===== src/rtl/cic_interp.sv =====
// CIC interpolator: m combs at the input sample rate, zero-stuffing by r, then m integrators at the clock rate.
// Optional macro CIC_INTERP_ROUND_EN: round half up with positive saturation instead of plain truncation.
module cic_interp #(
  parameter int idw = 16,
  parameter int odw = 16,
  parameter int r   = 128,
  parameter int m   = 2,
  parameter int g   = 1
) (
  input  logic             clk,
  input  logic             reset,
  input  logic [idw-1:0]   data_in,
  input  logic             in_valid,
  output logic             in_ready,
  output logic [odw-1:0]   data_out,
  output logic             out_dv,
  output logic             underrun
);
  // state | meaning
  // IDLE  | waiting for the first sample, phase held at 0, integrators held at 0
  // RUN   | phase counts 0..r-1, slot at phase 0, integrators run every cycle

  localparam int bw  = idw + $clog2((r * g) ** m / r);
  localparam int cw  = idw + m;
  localparam int pw  = (r > 2) ? $clog2(r) : 1;
  localparam int dvw = $clog2(m + 1);
  localparam int sh  = bw - odw;

  typedef enum logic {IDLE, RUN} state_t;

  state_t                 state;
  logic [pw-1:0]          phase;
  logic [dvw-1:0]         dv_cnt;
  logic                   accept;
  logic                   slot;
  logic signed [idw-1:0]  sample;
  logic signed [cw-1:0]   comb_last;
  logic signed [cw-1:0]   comb_q;
  logic signed [bw-1:0]   comb_ext;
  logic signed [bw-1:0]   up;
  logic signed [bw-1:0]   integ [m];
  logic signed [bw-1:0]   integ_last;
  logic [odw-1:0]         out_next;

  assign in_ready = (state == IDLE) || (phase == '0);
  assign accept   = in_valid && in_ready;
  assign slot     = accept || ((state == RUN) && (phase == '0));
  // A slot with no valid input injects a zero sample.
  assign sample   = in_valid ? $signed(data_in) : '0;
  assign underrun = (state == RUN) && (phase == '0) && !in_valid;

  for (genvar j = 0; j < m; j++) begin : g_comb
    localparam int sw = idw + j + 1;
    logic signed [sw-1:0] x;
    logic signed [sw-1:0] y;
    logic signed [sw-1:0] dly [g];

    if (j == 0) begin : g_first
      assign x = sw'(sample);
    end else begin : g_next
      assign x = sw'(g_comb[j-1].y);
    end

    assign y = x - dly[g-1];

    always_ff @(posedge clk) begin
      if (reset) begin
        for (int k = 0; k < g; k++) dly[k] <= '0;
      end else if (slot) begin
        dly[0] <= x;
        for (int k = 1; k < g; k++) dly[k] <= dly[k-1];
      end
    end
  end

  assign comb_last = g_comb[m-1].y;
  assign comb_ext  = bw'(comb_q);
  // The comb result enters the integrators exactly once per period, on the cycle after the slot.
  assign up        = ((state == RUN) && (phase == pw'(1))) ? comb_ext : '0;
  assign integ_last = integ[m-1];

`ifdef CIC_INTERP_ROUND_EN
  if (sh == 0) begin : g_pass
    assign out_next = integ_last;
  end else begin : g_round
    localparam int half = 1 << (sh - 1);
    logic signed [bw:0]  rsum;
    logic signed [odw:0] rq;
    assign rsum = {integ_last[bw-1], integ_last} + (bw+1)'(half);
    assign rq   = (odw+1)'(rsum >>> sh);
    // Rounding only moves upward, so only positive overflow is possible.
    assign out_next = (!rq[odw] && rq[odw-1]) ? {1'b0, {(odw-1){1'b1}}} : rq[odw-1:0];
  end
`else
  assign out_next = odw'(integ_last >>> sh);
`endif

  always_ff @(posedge clk) begin
    if (reset) begin
      state    <= IDLE;
      phase    <= '0;
      dv_cnt   <= '0;
      out_dv   <= 1'b0;
      comb_q   <= '0;
      data_out <= '0;
    end else begin
      case (state)
        IDLE: begin
          if (accept) begin
            state  <= RUN;
            phase  <= pw'(1);
            dv_cnt <= dvw'(m);
          end
        end
        RUN: begin
          phase <= (phase == pw'(r - 1)) ? '0 : phase + pw'(1);
          if (dv_cnt != '0) dv_cnt <= dv_cnt - dvw'(1);
          else              out_dv <= 1'b1;
        end
        default: state <= IDLE;
      endcase
      if (slot) comb_q <= comb_last;
      data_out <= out_next;
    end
  end

  always_ff @(posedge clk) begin
    if (reset || (state == IDLE)) begin
      for (int k = 0; k < m; k++) integ[k] <= '0;
    end else begin
      integ[0] <= integ[0] + up;
      for (int k = 1; k < m; k++) integ[k] <= integ[k] + integ[k-1];
    end
  end

endmodule


===== config.mk =====
export PLATFORM = sky130hd
export DESIGN_NAME = cic_interp
export DESIGN_NICKNAME = d
export VERILOG_FILES = /design/src/rtl/cic_interp.sv
export SDC_FILE = /design/constraint.sdc
export NUM_CORES = 1
export LEC_CHECK = 0
export CORE_ASPECT_RATIO = 1.1
export CORE_MARGIN = 1
export CORE_UTILIZATION = 30
export CTS_CLUSTER_SIZE = 14
export DETAILED_ROUTE_END_ITERATION = 8
export GPL_ROUTABILITY_DRIVEN = 0
export PLACE_DENSITY = 0.48
export SYNTH_ARGS = -nofsm -noshare
export SYNTH_HDL_FRONTEND = slang
export SYNTH_SLANG_ARGS = --single-unit
export TNS_END_PERCENT = 100

===== constraint.sdc =====
create_clock -name clk -period 4.4 [get_ports clk]
set_input_delay 0.66 -clock clk [delete_from_list [all_inputs] [get_ports clk]]
set_output_delay 0.66 -clock clk [all_outputs]
set_load 0.02 [all_outputs]

Word level (Yosys, flattened, before mapping)
Memory sizes are Yosys's and may differ from the RTL's.
Index checks and enable logic that the tools add are counted.
Storage, ports and cells
  memory bits (writable): 81
  word-level logic and storage cells: 61
  memories: 3
  output and inout bits: 19
  bits of input ports: 19
  bits in registers: 45
Memories
  integ: depth 2, width 23, read ports 2, clocked after Yosys merged registers in 0, write ports 2, RTL line 41  | logic signed [bw-1:0] integ [m];
  g_comb[1].dly: depth 1, width 18, read ports 1, clocked after Yosys merged registers in 0, write ports 1, RTL line 56  | logic signed [sw-1:0] dly [g];
  g_comb[0].dly: depth 1, width 17, read ports 1, clocked after Yosys merged registers in 0, write ports 1, RTL line 56
Cells by class
  bitwise operators: 4
  eq/ne operators: 4
  reductions and logical operators: 14
  add/subtract/negate cells: 6
  multiplexer cells: 24
Operator list (number)
  $mux 23: 3
  $add 23x23->23: 2
  $mux 18: 1
  $reduce_or 18->1: 1
  $sub 17x18->18: 1
  $mux 17: 1
  $reduce_or 17->1: 1
  $sub 16x17->17: 1
  $mux 16: 1
  $mux 7: 2
  $pmux 7 s2: 1
  $mux 1: 12
  $add 7x1->7 const B: 1
  $eq 7x1->1 const B: 1
  $eq 7x7->1 const B: 1
  $logic_not 7->1: 1
  $logic_and 1x1->1: 4
  $mux 2: 2
  $pmux 2 s2: 1
  $reduce_and 2->1: 2
  $logic_or 1x1->1: 3
  $ne 2x1->1 const B: 1
  $ne 2x2->1 const B: 1
  $not 1->1: 2
  4 further kinds: 5

Longest topological paths before layout
  depth in word-level cells: 9
  depth in mapped cells: 19
  depth with buffers taken out: 18

Worst setup path after synthesis
No wires, ideal clock.
  path kind: in2reg
  start point: input in_valid
  end point: register comb_q[16]
  library setup time: 0.126 ns
  stages: 17
  buffers on the path: 1
  path slack: 0.659 ns
  data required time: 4.274 ns
  data arrival time: 3.615 ns
  cell sequence: clkbuf_1 -> and2_1 -> ha_1 -> nor2b_1 -> o31ai_1 -> a31oi_1 -> nor2_1 -> o21ai_0 -> xor2_1 -> ha_1 -> a21oi_1 -> nor2_1 -> a211oi_1 -> o21ai_0 -> a31oi_1 -> xor2_1 -> o21ai_0
Between the ends
  cells in the longest elaborated chain, start to end: 3
  elaborated cells between the ends (all ways): 5
  classes of those cells: 2 x add/sub; 1 x mux; 2 x reduce/logical
Ends and longest elaborated chain
  start, declared: RTL line 13  | input logic in_valid,
  $mux 16: RTL line 49  | assign sample = in_valid ? $signed(data_in) : '0;
  net sample[1]: RTL line 36  | logic signed [idw-1:0] sample;
  $sub 16x17->17: RTL line 64  | assign y = x - dly[g-1];
  net g_comb[0].y[9]: RTL line 55  | logic signed [sw-1:0] y;
  $sub 17x18->18: RTL line 64
  end signal, assigned: RTL line 122  | if (slot) comb_q <= comb_last;
  end, declared: RTL line 38  | logic signed [cw-1:0] comb_q;
The timed path passes the listed nets, and every way through them passes these cells.
A chain may end at the register's enable or synchronous reset.

Worst setup path in the final report
  start point: input in_valid
  end point: register comb_q[14]
The elaborated chain is that of the path after synthesis.

==> impl_metrics.py <==
metrics = {
    "status": {
        "outcome": "finished, violations left",
        "violations": "design-rule violations",
    },
    "place": {
        "place_inst": 1312,
        "portBuffers": 37,
        "hpwl_um": 12300,
    },
    "cts": {
        "numClockSinks": 124,
        "cts_tree": "yes",
        "postCtsHoldBufs": 0,
        "cts_buffers": 17,
        "worstSkewPairLatency_ns": 0.42,
        "clock_tree.buffer_depth": 2,
        "root_buffer": "clkbuf_16",
        "clkTransAtPathRegs_ns": 0.06,
        "htreeDepth": 4,
    },
    "detailed_routing": {
        "wl_per_cell_um": 12.1,
        "wirelength_um": 16300,
        "detail-route-antenna-nets": 0,
        "viasPerCell": 4.55,
        "drt_first_pass_iters": 6,
        "drc": 1,
        "vias": 6116,
        "drt-initial-drc-count": 207,
    },
    "grt": {
        "grt_max_degree": 42,
        "antenna_found_initial": 0,
        "grt_pass1_wl_um": 28300,
        "track_usage_pct": 13.1,
        "grt.overflow.total": 0,
        "grt_pass1_vias": 6050,
    },
    "logic_synthesis": {
        "synthesis.area_um2": 7930,
        "yosysWarnings": 0,
        "synth_nets": 1022,
        "ys_seq_area_share_pct": 35.5,
        "synth_cells": 918,
        "synth-edff-count": 33,
        "synthArstFlopShare_pct": 0,
        "ys_ff_latch": 124,
        "syn_avg_cell_area_um2": 8.63,
        "synth_flop_cell": "dfxtp_1",
        "yosys.cell_types.count": 68,
    },
    "floorplanning": {
        "dieArea_um2": 27100,
        "dieWidth_um": 157,
        "ios": 38,
        "initial_utilization_pct": 30.4,
        "num_rows": 62,
        "coreArea_um2": 26100,
        "fp.dieH_um": 172,
    },
    "power_and_ir_drop": {
        "p_comb_share_pct": 26.0,
        "switching_power_mw": 1.08,
        "intPower_mw": 2.79,
        "p_leak_nw": 3.94,
        "power_density_nw_per_um2": 405,
        "p_sw_share_pct": 28.0,
        "ir_drop_mv": 0.216,
        "pwr-share-seq_pct": 34.3,
        "clkPwrFrac_pct": 39.6,
    },
    "critical_path": {
        "cp_max_fo": 14,
        "cp_cell_sequence": "clkdlybuf4s50_1, buf_12, and2_1, ha_1, nor2b_1, o31ai_1, a31oi_1, nor2_1, o21ai_0, xor2_1, ha_1, a21oi_1, nor2_1, a211oi_1, o21ai_1, a31oi_1, xor2_1, o21ai_0",
        "required_ns": 4.66,
        "cpMaxStageDelayCell": "clkdlybuf4s50_1",
        "r2r-start": "phase[3]",
        "path_buf_inv": 2,
        "critPathMaxStageDelay_ns": 0.51,
        "worstSetupStartpoint": "in_valid",
        "cp_top_family": "compound AO/OA/AOI/OAI gates",
        "worstPathArrival_ns": 4.27,
        "cp-end-kind": "flop",
        "start_kind": "primary input",
        "criticalPathCategory": "primary input to flop",
    },
    "timing": {
        "hold_ws_ns": 0.439,
        "slew_viol_final": 0,
        "final.setup.tns_ns": 0,
        "hold_viol": 0,
        "finClkSkew_ns": 0.0164,
        "maxSlewHeadroom_pct": 56.2,
        "fmax_mhz": 250,
        "rsz0062_at_grt": "false",
        "tightest_slew_ns": 0.656,
        "post-route-period-util_pct": 91.0,
        "min_period_ns": 4.01,
        "setup_viol": 0,
    },
    "finish": {
        "drive_above_1_share_pct": 9.27,
        "areaGrowthSynthToFinish_pct": 20.4,
        "finalNetCount": 1083,
        "final_common_cell": "dfxtp_1",
        "layout_common_cells": "91 x dfxtp_1, 81 x ha_1, 80 x nor2_1, 75 x a21oi_1, 67 x nand2_1",
        "layoutNonFillerInstCount": 1344,
        "diodes": 0,
    },
    "hold_path": {
        "min-delay-start": "comb_q[7]",
        "hold_class": "flop to flop",
    },
    "run": {
        "max-cap-violations": 0,
    },
}
logic make-up after synthesis:
logic type / share of synthesized area (%)
fa+ha+maj: 13.8
flops: 35.5
compound gates: 20.0
simple gates: 19.5
mux: 0.379
buf+inv: 4.42
xor+xnor: 6.39
sequential cells by signal, indices dropped and copies added (netlist names):
signal and cells:
comb_q 18, data_out 16, dv_cnt 2, g_comb.dly 33, integ 46, out_dv 1, phase 7, state 1
area by class of cell:
cell class                 count  area, um2
timing repair buffer          69        623
clock inverter                 7       93.8
multi-input combinational    705       4770
fill                        2737      16500
sequential                   124       2810
tap                          352        440
clock buffer                  25        569
inverter                      62        233
per-layer routing:
metal | up-vias | GRT usage, % | wire length (um)
li1 | 3352 | - | -
met1 | 2694 | 15.9 | 8050
met2 | 62 | 23.3 | 7700
met3 | 8 | 2.93 | 382
met4 | 0 | 3.45 | 131
met5 | - | 0 | 0
power by group through the flow:
stage               clock network [mW]  registers [mW]  logic, mW
floorplan                            0            1.34      0.729
global placement                     0            1.35       1.01
detailed placement                   0            1.35       1.02
CTS                               1.58            1.33       1.02
global route                      1.63            1.34       1.16
finish                            1.53            1.33       1.01
path summary, 6_finish.rpt:
path,cells after the start,slack (ns),end
worst max-delay path,18,0.39,comb_q[14]
worst min-delay path,2,0.44,comb_q[7]
worst min register to register,2,0.44,comb_q[7]
worst max register to register,12,0.71,integ[0][16]
worst register-to-register path, cell delays in order, from the launching register on:
cell and delay (ns):
dfxtp_1 0.35, or4_1 0.54, nor2_1 0.14, and3_1 0.47
and2_2 0.23, ha_1 0.27, a211oi_1 0.32, o21ai_0 0.20
a21boi_0 0.40, o221a_2 0.32, o211ai_1 0.12, xnor2_1 0.15
nor2_1 0.05
synthesized netlist by cell type, drive strengths merged, types with 5 or more instances:
library cell	instances	area, um2
dfxtp	91	1820
ha	81	1010
nor2	80	300
a21oi	76	384
o21ai	72	360
and2	71	455
nand2	67	251
inv	62	233
xnor2	34	298
edfxtp	33	991
nor2b	23	144
xor2	23	209
a21o	21	158
clkbuf	17	65.1
nand3	13	65.1
nor3	13	65.1
a211oi	12	100
o21bai	11	82.6
buf	10	52.6
nand2b	10	62.6
a31oi	9	56.3
nand4	9	56.3
o21a	9	67.6
o211ai	8	60.1
or2	6	37.5
a21boi	5	37.5
and3	5	32.5
what timing repair did:
item                       4_1_cts  5_1_grt
gates resized for setup          0        2
buffers inserted                 0        0
setup endpoints to repair        0        2
stage by stage:
stage / total power, mW / utilization (%) / setup slack, ns / area [um2]
finish: 3.87 / 36.6 / 0.394 / 9540
global route: 4.13 / 36.6 / 0.0138 / 9540
CTS: 3.93 / 36.6 / 0.276 / 9530
detailed placement: 2.37 / 34.0 / -0.166 / 8870
global placement: 2.36 / 34.0 / -0.0384 / 8870
floorplan: 2.07 / - / 0.659 / 7930
(Power assumes the default switching activity.)
